<file path="src/rtl/life_pkg.sv">
// Shared defaults, FSM state encoding and row-index arithmetic for the life row engine.
package life_pkg;

    localparam int WIDTH_DEF = 8;
    localparam int ROWS_DEF  = 4;
    localparam int GEN_W_DEF = 16;

    localparam logic [1:0] ST_IDLE     = 2'd0;
    localparam logic [1:0] ST_WINDOW   = 2'd1;
    localparam logic [1:0] ST_COMPUTED = 2'd2;

    // Rows form a 4-entry torus, so 2-bit modular addition gives the wrap for free.
    function automatic logic [1:0] row_wrap(input logic [1:0] row, input logic [1:0] delta);
        return row + delta;
    endfunction

endpackage

</file>
<file path="src/rtl/life_row_next.sv">
// Combinational Game-of-Life rule: next state of the middle row from a 3-row window.
// Columns wrap around, so column 0 and column WIDTH-1 are neighbours.
module life_row_next #(
    parameter int WIDTH = 8
) (
    input  logic [WIDTH-1:0] top,
    input  logic [WIDTH-1:0] mid,
    input  logic [WIDTH-1:0] bot,
    output logic [WIDTH-1:0] next_row
);

    for (genvar c = 0; c < WIDTH; c++) begin : g_col
        localparam int L = (c + WIDTH - 1) % WIDTH;
        localparam int R = (c + 1) % WIDTH;
        logic [3:0] n;

        // The centre cell itself is excluded from its own neighbour count.
        assign n = 4'(top[L]) + 4'(top[c]) + 4'(top[R])
                 + 4'(mid[L])              + 4'(mid[R])
                 + 4'(bot[L]) + 4'(bot[c]) + 4'(bot[R]);

        assign next_row[c] = (n == 4'd3) | (mid[c] & (n == 4'd2));
    end

endmodule

</file>
<file path="src/rtl/life_row_engine.sv">
// Double-buffered toroidal life grid driven row by row by the sequencing controller.
// Window capture -> next row registered 1 cycle later -> commit to shadow bank; no backpressure.
module life_row_engine
    import life_pkg::*;
#(
    parameter int WIDTH = WIDTH_DEF,
    parameter int ROWS  = ROWS_DEF,
    parameter int GEN_W = GEN_W_DEF
) (
    input  logic             clk,
    input  logic             reset,
    input  logic             write_array,
    input  logic             write_mem,
    input  logic [1:0]       pos,
    input  logic             load_en,
    input  logic [1:0]       load_row,
    input  logic [WIDTH-1:0] load_data,
    input  logic [1:0]       rd_row,
    output logic [WIDTH-1:0] rd_data,
    output logic             busy,
    output logic             gen_done,
    output logic [GEN_W-1:0] gen_count,
    output logic             seq_err
);

    logic [WIDTH-1:0] grid [2][ROWS];
    logic             cur_bank;
    logic [1:0]       state;
    logic [1:0]       pos_q;
    logic [WIDTH-1:0] win_top;
    logic [WIDTH-1:0] win_mid;
    logic [WIDTH-1:0] win_bot;
    logic [WIDTH-1:0] next_row;
    logic [WIDTH-1:0] rule_row;

    logic commit_ok;
    logic load_ok;
    logic proto_err;

    life_row_next #(.WIDTH(WIDTH)) u_rule (
        .top      (win_top),
        .mid      (win_mid),
        .bot      (win_bot),
        .next_row (rule_row)
    );

    assign commit_ok = write_mem && !write_array && (state == ST_COMPUTED) && (pos == pos_q);
    assign load_ok   = load_en && !write_array && (state == ST_IDLE);

    // Any strobe that cannot be honoured as issued is flagged rather than silently absorbed.
    assign proto_err = (write_array && (state != ST_IDLE))
                     || (write_array && write_mem)
                     || (write_mem && !write_array && !commit_ok)
                     || (load_en && !load_ok);

    assign busy = (state != ST_IDLE);

    always_ff @(posedge clk or negedge reset) begin
        if (!reset) begin
            for (int b = 0; b < 2; b++) begin
                for (int r = 0; r < ROWS; r++) begin
                    grid[b][r] <= '0;
                end
            end
            cur_bank  <= 1'b0;
            state     <= ST_IDLE;
            pos_q     <= 2'd0;
            win_top   <= '0;
            win_mid   <= '0;
            win_bot   <= '0;
            next_row  <= '0;
            rd_data   <= '0;
            gen_count <= '0;
            gen_done  <= 1'b0;
            seq_err   <= 1'b0;
        end else begin
            gen_done <= 1'b0;
            seq_err  <= proto_err;
            rd_data  <= grid[cur_bank][rd_row];

            if (write_array) begin
                pos_q   <= pos;
                win_top <= grid[cur_bank][row_wrap(pos, 2'd3)];
                win_mid <= grid[cur_bank][pos];
                win_bot <= grid[cur_bank][row_wrap(pos, 2'd1)];
                state   <= ST_WINDOW;
            end else if (write_mem) begin
                state <= ST_IDLE;
                if (commit_ok) begin
                    grid[~cur_bank][pos_q] <= next_row;
                    // Last row committed: the shadow bank now holds a full generation.
                    if (pos_q == 2'd3) begin
                        cur_bank  <= ~cur_bank;
                        gen_count <= gen_count + GEN_W'(1);
                        gen_done  <= 1'b1;
                    end
                end
            end else if (state == ST_WINDOW) begin
                next_row <= rule_row;
                state    <= ST_COMPUTED;
            end

            if (load_ok) begin
                grid[cur_bank][load_row] <= load_data;
            end
        end
    end

endmodule
</file>
<file path="config.mk">
export PLATFORM = sky130hd
export DESIGN_NAME = life_row_engine
export DESIGN_NICKNAME = d
export VERILOG_FILES = /design/src/rtl/life_pkg.sv /design/src/rtl/life_row_next.sv /design/src/rtl/life_row_engine.sv
export SDC_FILE = /design/constraint.sdc
export NUM_CORES = 1
export LEC_CHECK = 0
export CELL_PAD_IN_SITES_DETAIL_PLACEMENT = 0
export CELL_PAD_IN_SITES_GLOBAL_PLACEMENT = 1
export CORE_ASPECT_RATIO = 2
export CORE_MARGIN = 1
export CORE_UTILIZATION = 48
export DETAILED_ROUTE_END_ITERATION = 16
export PLACE_DENSITY = 0.91
export SETUP_SLACK_MARGIN = 0.15
export SYNTH_ARGS = -nofsm -noshare
export SYNTH_HDL_FRONTEND = slang
export SYNTH_SLANG_ARGS = --single-unit
</file>
<file path="constraint.sdc">
create_clock -name clk -period 3.4 [get_ports clk]
set_input_delay 0.68 -clock clk [delete_from_list [all_inputs] [get_ports clk]]
set_output_delay 0.68 -clock clk [all_outputs]
set_load 0.1 [all_outputs]
</file>
==> flow_metrics.py, run 1 <==
metrics = {
    "clock_tree": {
        "htree_num_levels": 4,
        "clock_latency_ns": 0.43,
        "cts_buffers": 17,
        "cts.root.buffer_cell": "sky130_fd_sc_hd__clkbuf_16",
        "tritoncts_num_sinks": 127,
        "cts_tree": "built",
        "cts_hold_buf": 0,
        "clk_transition_reported_paths_ns": 0.06,
        "clock_path_buffers": 2,
    },
    "min_path": {
        "min-delay-path-class": "input port to async pin",
    },
    "sta": {
        "timing.final.crit_share": 0.9296,
        "total_negative_setup_slack_ns": 0,
        "rsz_0062_raised_after_global_routing": "yes",
        "setup-violations-final": 0,
        "maxSlewHeadroom": 0.3530,
        "pin_slew_with_the_least_headroom_to_its_limit_ns": 0.9674,
        "finalClockSkew_ns": 0.005764,
        "fmax_mhz": 316.4,
        "hold_ws_ns": 0.3163,
        "final-hold-violation-count": 0,
        "fin_crit_ns": 3.161,
        "final-max-slew-violation-count": 0,
    },
    "layout": {
        "fin_area_mm2": 0.009809,
        "share_of_cells_above_drive_strength_1": 0.1806,
        "count_of_inserted_antenna_diode_cells": 0,
        "layout_net_count": 938,
        "finalNonFillerCells": 1085,
        "syn_to_final_growth_pct": 15.23,
    },
    "power_and_ir_drop": {
        "power_density_mw_per_mm2": 703.4,
        "irDropWorstVdd_mv": 0.3685,
        "post-layout-total-power_uw": 6900,
        "p_leak_uw": 0.004500,
    },
    "worst_setup_path": {
        "cp-start-kind": "flip-flop",
        "timing.setup.critical_path_class": "flip-flop to flip-flop",
        "critPathMaxFanout": 3,
        "timing.critical_path.to_type": "flip-flop",
        "cp_data_required_time_ns": 3.73,
        "cp_data_arrival_time_ns": 3.49,
    },
    "global_routing": {
        "pin_count_of_the_biggest_net_entering_global_routing": 58,
        "overflow": 0,
        "via_count_of_the_first_global_routing_pass": 6790,
        "groute.usage.overall": 0.2638,
        "grt_antenna_before_repair": 0,
        "grt_first_pass_wirelength_um": 35600,
    },
    "synthesis": {
        "yosysWarningCount": 0,
        "netlist_top_cells_area": "sky130_fd_sc_hd__dfrtp_1 (37%), sky130_fd_sc_hd__mux2i_1 (8.5%), sky130_fd_sc_hd__fa_1 (7.5%)",
        "yosys_most_used_dff": "sky130_fd_sc_hd__dfrtp_1",
        "async_flop_share": 1.000,
        "synth_enable_flop_cells": 0,
        "syn_nets": 910,
        "postSynthCellCount": 834,
        "avgSynthCellArea_um2": 10.21,
        "seq_area_frac_synth": 0.3733,
        "proportion_of_netlist_area_held_by_the_largest_area_contributor": 0.3733,
        "synth_cell_types": 51,
        "post_synthesis_instance_area_mm2": 0.008513,
        "synth_top_cell_by_area": "sky130_fd_sc_hd__dfrtp_1",
        "postSynthRegisterBits": 127,
        "post-synth-top-count-cell": "sky130_fd_sc_hd__dfrtp_1",
        "yosys-top-cells-count": "sky130_fd_sc_hd__dfrtp_1 (127), sky130_fd_sc_hd__nor2_1 (94), sky130_fd_sc_hd__inv_1 (74), sky130_fd_sc_hd__mux2i_1 (72), sky130_fd_sc_hd__a21oi_1 (64)",
    },
    "route": {
        "route.detailed.drc": 0,
        "ant_nets": 0,
        "finalWirelength_um": 22230,
        "dr_total_vias": 6567,
        "routed_via_density": 6.053,
        "routed_wire_length_per_instance_um": 20.48,
        "drt_pass1_iterations": 5,
        "drtIter0Drc": 390,
    },
    "floorplan": {
        "floorplan.initialDensity": 0.4929,
        "die_height_um": 190.3,
        "dieArea_mm2": 0.01831,
        "chipWidth_um": 96.17,
        "core_region_area_mm2": 0.01727,
        "placement_rows": 68,
        "boundaryPins": 46,
    },
    "place": {
        "place_inst": 1052,
        "place.gp.congestion": 0.8975,
        "io_buffer_count": 45,
        "postPlaceCellArea_mm2": 0.009092,
        "dp_wirelength_um": 16730,
    },
    "run_status": {
        "status": "finished, final reports clean",
    },
    "run": {
        "maxCapViolations": 0,
    },
}
==> critical path, cell delays in order, from the launching register on <==
cell,delay [ns]
sky130_fd_sc_hd__dfrtp_1,0.42
sky130_fd_sc_hd__ha_1,0.30
sky130_fd_sc_hd__inv_1,0.05
sky130_fd_sc_hd__fa_1,0.49
sky130_fd_sc_hd__fa_1,0.40
sky130_fd_sc_hd__inv_1,0.08
sky130_fd_sc_hd__fa_2,0.21
sky130_fd_sc_hd__inv_1,0.06
sky130_fd_sc_hd__fa_2,0.35
sky130_fd_sc_hd__a2111oi_2,0.36
sky130_fd_sc_hd__a21oi_1,0.09
sky130_fd_sc_hd__o41ai_2,0.27
==> state kept, by name (all words and copies together) (netlist names), 8 cells and up <==
name       flops
win_top        8
rd_data        8
win_bot        8
win_mid        8
next_row       8
grid          64
gen_count     16
==> logic make-up after synthesis <==
logic type,Yosys count,share of synthesized area
fa+ha+maj,58,0.1132
compound gates,151,0.1133
buf+inv,134,0.06202
simple gates,221,0.1273
mux,127,0.1944
xor+xnor,16,0.01646
flops,127,0.3733
==> layout by cell type (no fill, tap or decap), types with 4 or more instances in the layout <==
cell type,n
sky130_fd_sc_hd__a21oi_1,64
sky130_fd_sc_hd__a221o_1,8
sky130_fd_sc_hd__a22oi_1,12
sky130_fd_sc_hd__a31oi_1,20
sky130_fd_sc_hd__buf_4,47
sky130_fd_sc_hd__bufinv_16,4
sky130_fd_sc_hd__clkbuf_16,17
sky130_fd_sc_hd__clkdlybuf4s50_1,19
sky130_fd_sc_hd__clkinv_2,4
sky130_fd_sc_hd__dfrtp_1,126
sky130_fd_sc_hd__fa_1,26
sky130_fd_sc_hd__fa_2,6
sky130_fd_sc_hd__ha_1,25
sky130_fd_sc_hd__inv_1,74
sky130_fd_sc_hd__mux2_2,27
sky130_fd_sc_hd__mux2i_1,72
sky130_fd_sc_hd__mux4_2,28
sky130_fd_sc_hd__nand2_1,57
sky130_fd_sc_hd__nand3_1,11
sky130_fd_sc_hd__nand3b_1,4
sky130_fd_sc_hd__nand4_1,10
sky130_fd_sc_hd__nor2_1,94
sky130_fd_sc_hd__nor2b_1,16
sky130_fd_sc_hd__o211ai_1,4
sky130_fd_sc_hd__o21ai_0,4
sky130_fd_sc_hd__o221ai_1,9
sky130_fd_sc_hd__o22ai_1,16
sky130_fd_sc_hd__o41ai_1,6
sky130_fd_sc_hd__xnor2_1,12
sky130_fd_sc_hd__xor2_1,4
==> layout make-up <==
| class | count | area [µm²] |
|---|---|---|
| Timing Repair Buffer | 69 | 573.1 |
| Tap cell | 210 | 262.8 |
| Clock buffer | 18 | 439.2 |
| Inverter | 74 | 277.8 |
| Clock inverter | 14 | 190.2 |
| Fill cell | 1473 | 7462 |
| Multi-Input combinational cell | 573 | 4887 |
| Sequential cell | 127 | 3179 |
==> through the flow <==
| step | util | worst slack (ns) |
|---|---|---|
| after floorplan | - | 0.3656 |
| after global placement | 0.5264 | 0.2641 |
| after detailed placement | 0.5264 | 0.1792 |
| after CTS | 0.5630 | 0.1688 |
| after global routing | 0.5680 | 0.1298 |
| final | 0.5680 | 0.2394 |
==> power by group <==
group          internal, µW  switching, µW
Combinational          1210           1570
Sequential             1780            383
Clock                  1240            717
==> path summary, 6_finish.rpt <==
path                                from            end  slack (ns)  depth (start not counted)
setup reg to reg              win_top[7]    next_row[7]        0.24                         11
setup / recovery              win_top[7]    next_row[7]        0.24                         11
hold reg to reg            gen_count[15]  gen_count[15]        0.47                          1
max in group asynchronous          reset       grid[36]        2.29                          2
min in group clk           gen_count[15]  gen_count[15]        0.47                          1
hold / removal                     reset       grid[57]        0.32                          1
==> repair_timing <==
action / in CTS / in global routing
endpoints found under the hold margin: 0 / 0
gates resized for setup: 1 / 17
setup buffers: 0 / 1
pin swaps: 0 / 1
setup endpoints to repair: 1 / 5
==> metal layers <==
metal,share of wire,global-route usage,up-vias,routed length [µm]
li1,-,-,3001,-
met1,0.35,0.2798,3288,7761
met2,0.56,0.4752,195,12440
met3,0.034,0.04147,83,763
met4,0.057,0.1550,0,1257
met5,0,0,-,0
Note: power is estimated with default switching activity, not from simulation.
==> run 2: changes to the inputs <==
--- a/config.mk
+++ b/config.mk
@@ -12,4 +12,5 @@
 export CORE_UTILIZATION = 48
 export DETAILED_ROUTE_END_ITERATION = 16
+export HOLD_SLACK_MARGIN = 0.12
 export PLACE_DENSITY = 0.91
 export SETUP_SLACK_MARGIN = 0.15
==> constraint.sdc (replaced) <==
create_clock -name clk -period 3.4 [get_ports clk]
set_input_delay 0.85 -clock clk [delete_from_list [all_inputs] [get_ports clk]]
set_output_delay 0.85 -clock clk [all_outputs]
set_load 0.1 [all_outputs]
==> run 2 against run 1 <==
Die area stayed put. Register-to-register slack improved by 0.05 ns. Count of clock-buffer cells in the layout increased by 3. Critical path type unchanged. Highest routed layer unchanged.
==> flow_metrics.py, run 2 (synthesis gave the netlist of run 1 again) <==
metrics = {
    "layout": {
        "flip_flop_count_of_the_largest_register_after_layout": 64,
        "fillers": 1517,
        "finalNonFillerCells": 1087,
        "top_regs": "grid: 64 flops, gen_count: 16 flops",
        "top_register": "grid",
        "final_common_cell": "sky130_fd_sc_hd__dfrtp_1",
        "layout_common_cells": "sky130_fd_sc_hd__dfrtp_1 (126), sky130_fd_sc_hd__nor2_1 (94), sky130_fd_sc_hd__inv_1 (74), sky130_fd_sc_hd__mux2i_1 (72), sky130_fd_sc_hd__a21oi_1 (64)",
        "layout_net_count": 941,
        "syn_to_final_growth_pct": 14.49,
        "count_of_inserted_antenna_diode_cells": 0,
        "fin_area_mm2": 0.009747,
        "share_of_cells_above_drive_strength_1": 0.1813,
    },
    "floorplan": {
        "dieArea_mm2": 0.01831,
        "floorplan.initialDensity": 0.4929,
        "chipWidth_um": 96.17,
        "die_height_um": 190.3,
        "boundaryPins": 46,
        "core_region_area_mm2": 0.01727,
        "placement_rows": 68,
    },
    "route": {
        "routed_wire_length_per_instance_um": 20.56,
        "route.detailed.drc": 0,
        "ant_nets": 0,
        "dr_total_vias": 6548,
        "drtIter0Drc": 419,
        "drt_pass1_iterations": 5,
        "routed_via_density": 6.024,
        "finalWirelength_um": 22350,
    },
    "worst_setup_path": {
        "cp_data_required_time_ns": 3.71,
        "rr_worst_depth": 11,
        "r2r_setup_slack_ns": 0.29,
        "critical_path.max_stage_delay_ns": 0.49,
        "r2r-start": "win_top[3]",
        "critPathMaxFanout": 4,
        "setup.worst_path.start": "win_top[3]",
        "r2r-end": "next_row[4]",
        "crit_path_max_delay_cell_type": "sky130_fd_sc_hd__fa_1",
        "timing.setup.critical_path_class": "flip-flop to flip-flop",
        "timing.critical_path.to_type": "flip-flop",
        "cp_data_arrival_time_ns": 3.43,
        "cp-start-kind": "flip-flop",
        "cp_cell_sequence": "ha_1, inv_1, fa_1, fa_1, inv_1, fa_2, inv_1, fa_1, a2111oi_2, a21oi_1, o41ai_1",
        "critical_path.endpoint": "next_row[4]",
    },
    "place": {
        "place.gp.congestion": 0.9395,
        "dp_wirelength_um": 16530,
        "io_buffer_count": 45,
        "place_inst": 1056,
        "dpl_worst_slack_ns": 0.1689,
        "postPlaceCellArea_mm2": 0.009125,
    },
    "sta": {
        "total_negative_setup_slack_ns": 0,
        "setup-violations-final": 0,
        "fin_crit_ns": 3.115,
        "final-hold-violation-count": 0,
        "rsz_0062_raised_after_global_routing": "no",
        "finalClockSkew_ns": 0.006962,
        "fmax_mhz": 321.1,
        "layout_setup_ws_ns": 0.2853,
        "timing.final.crit_share": 0.9161,
        "maxSlewHeadroom": 0.5407,
        "final-max-slew-violation-count": 0,
        "pin_slew_with_the_least_headroom_to_its_limit_ns": 0.6874,
    },
    "clock_tree": {
        "post-cts-setup-buffers": 0,
        "clock_latency_ns": 0.42,
        "cts_tree": "built",
        "cts.root.buffer_cell": "sky130_fd_sc_hd__clkbuf_16",
        "cts_buffers": 17,
        "clk_transition_reported_paths_ns": 0.06,
        "tritoncts_num_sinks": 127,
        "clock_path_buffers": 2,
        "htree_num_levels": 4,
        "cts_hold_buf": 0,
    },
    "power_and_ir_drop": {
        "p_leak_uw": 0.004490,
        "power_density_mw_per_mm2": 679.6,
        "irDropWorstVdd_mv": 0.4189,
    },
    "global_routing": {
        "grt_first_pass_wirelength_um": 35650,
        "pin_count_of_the_biggest_net_entering_global_routing": 54,
        "via_count_of_the_first_global_routing_pass": 6787,
        "overflow": 0,
        "groute.usage.overall": 0.2669,
        "grt_antenna_before_repair": 0,
    },
    "run": {
        "maxCapViolations": 0,
    },
    "min_path": {
        "min-delay-path-class": "input port to async pin",
    },
    "run_status": {
        "status": "finished, final reports clean",
    },
}
## run 2: changes by cell type in the layout (fill, tap and decap cells not counted), moves of 3 or more
cell	previous run	this run
sky130_fd_sc_hd__buf_4	47	53
sky130_fd_sc_hd__clkdlybuf4s50_1	19	15
sky130_fd_sc_hd__fa_1	26	29
sky130_fd_sc_hd__fa_2	6	3
## run 2: layout make-up
class                      count  area [µm²]  area share
clock inverter                10       113.9     0.01168
timing repair buffer          72       598.1     0.06136
tap                          210       262.8     0.02696
multi-input combinational    573        4855      0.4981
inverter                      74       277.8     0.02850
sequential                   127        3179      0.3262
clock buffer                  21       460.4     0.04724
## run 2: what timing repair did
| action | CTS | global route |
|---|---|---|
| hold endpoints to repair | 0 | 0 |
| setup endpoints to repair | 0 | 4 |
| resized for setup | 0 | 13 |
## run 2: critical path, delay by kind of cell (launching register included)
family                   cells  cell delay (ns)
AO/OA/AOI/OAI                3             0.59
adder cells (fa/ha/maj)      5             1.80
buffers and inverters        3             0.18
flip-flops                   1             0.42
## run 2: how the worst min path moves through the flow
stage | start | endpoint | slack (ns) | cells after the start
after floorplan | win_mid[6] | win_mid[6] | 0.51 | 2
after global placement | gen_count[15] | gen_count[15] | 0.47 | 1
after detailed placement | gen_count[15] | gen_count[15] | 0.47 | 1
after CTS | reset | win_mid[1] | 0.44 | 1
after global routing | reset | rd_data[0] | 0.46 | 1
final | reset | pos_q[0] | 0.42 | 1
## run 2: metrics by stage
stage / power, µW / util / hold slack (ns)
2_1_floorplan: 4030 / - / 0.5109
3_3_place_gp: 4598 / 0.5283 / 0.4707
3_5_place_dp: 4726 / 0.5283 / 0.4668
4_1_cts: 6542 / 0.5616 / 0.4400
5_1_grt: 7083 / 0.5643 / 0.4602
6_report: 6624 / 0.5643 / 0.4229
## run 2: layer usage
metal  GRT usage  wire length, µm  up-vias  share of wire
met5           0                0        -              0
li1            -                -     3012              -
met3     0.03868              762       79          0.034
met4      0.1705             1315        0          0.059
met1      0.2840             7855     3262           0.35
met2      0.4757            12410      195           0.56
## run 2: where the power goes
part           switching [µW]  total (µW)  leakage, µW  internal (µW)
Combinational            1510        2670      0.00262           1160
Clock                     684        1790     0.000271           1110
Sequential                379        2160      0.00160           1780
Total                    2580        6620      0.00449           4050
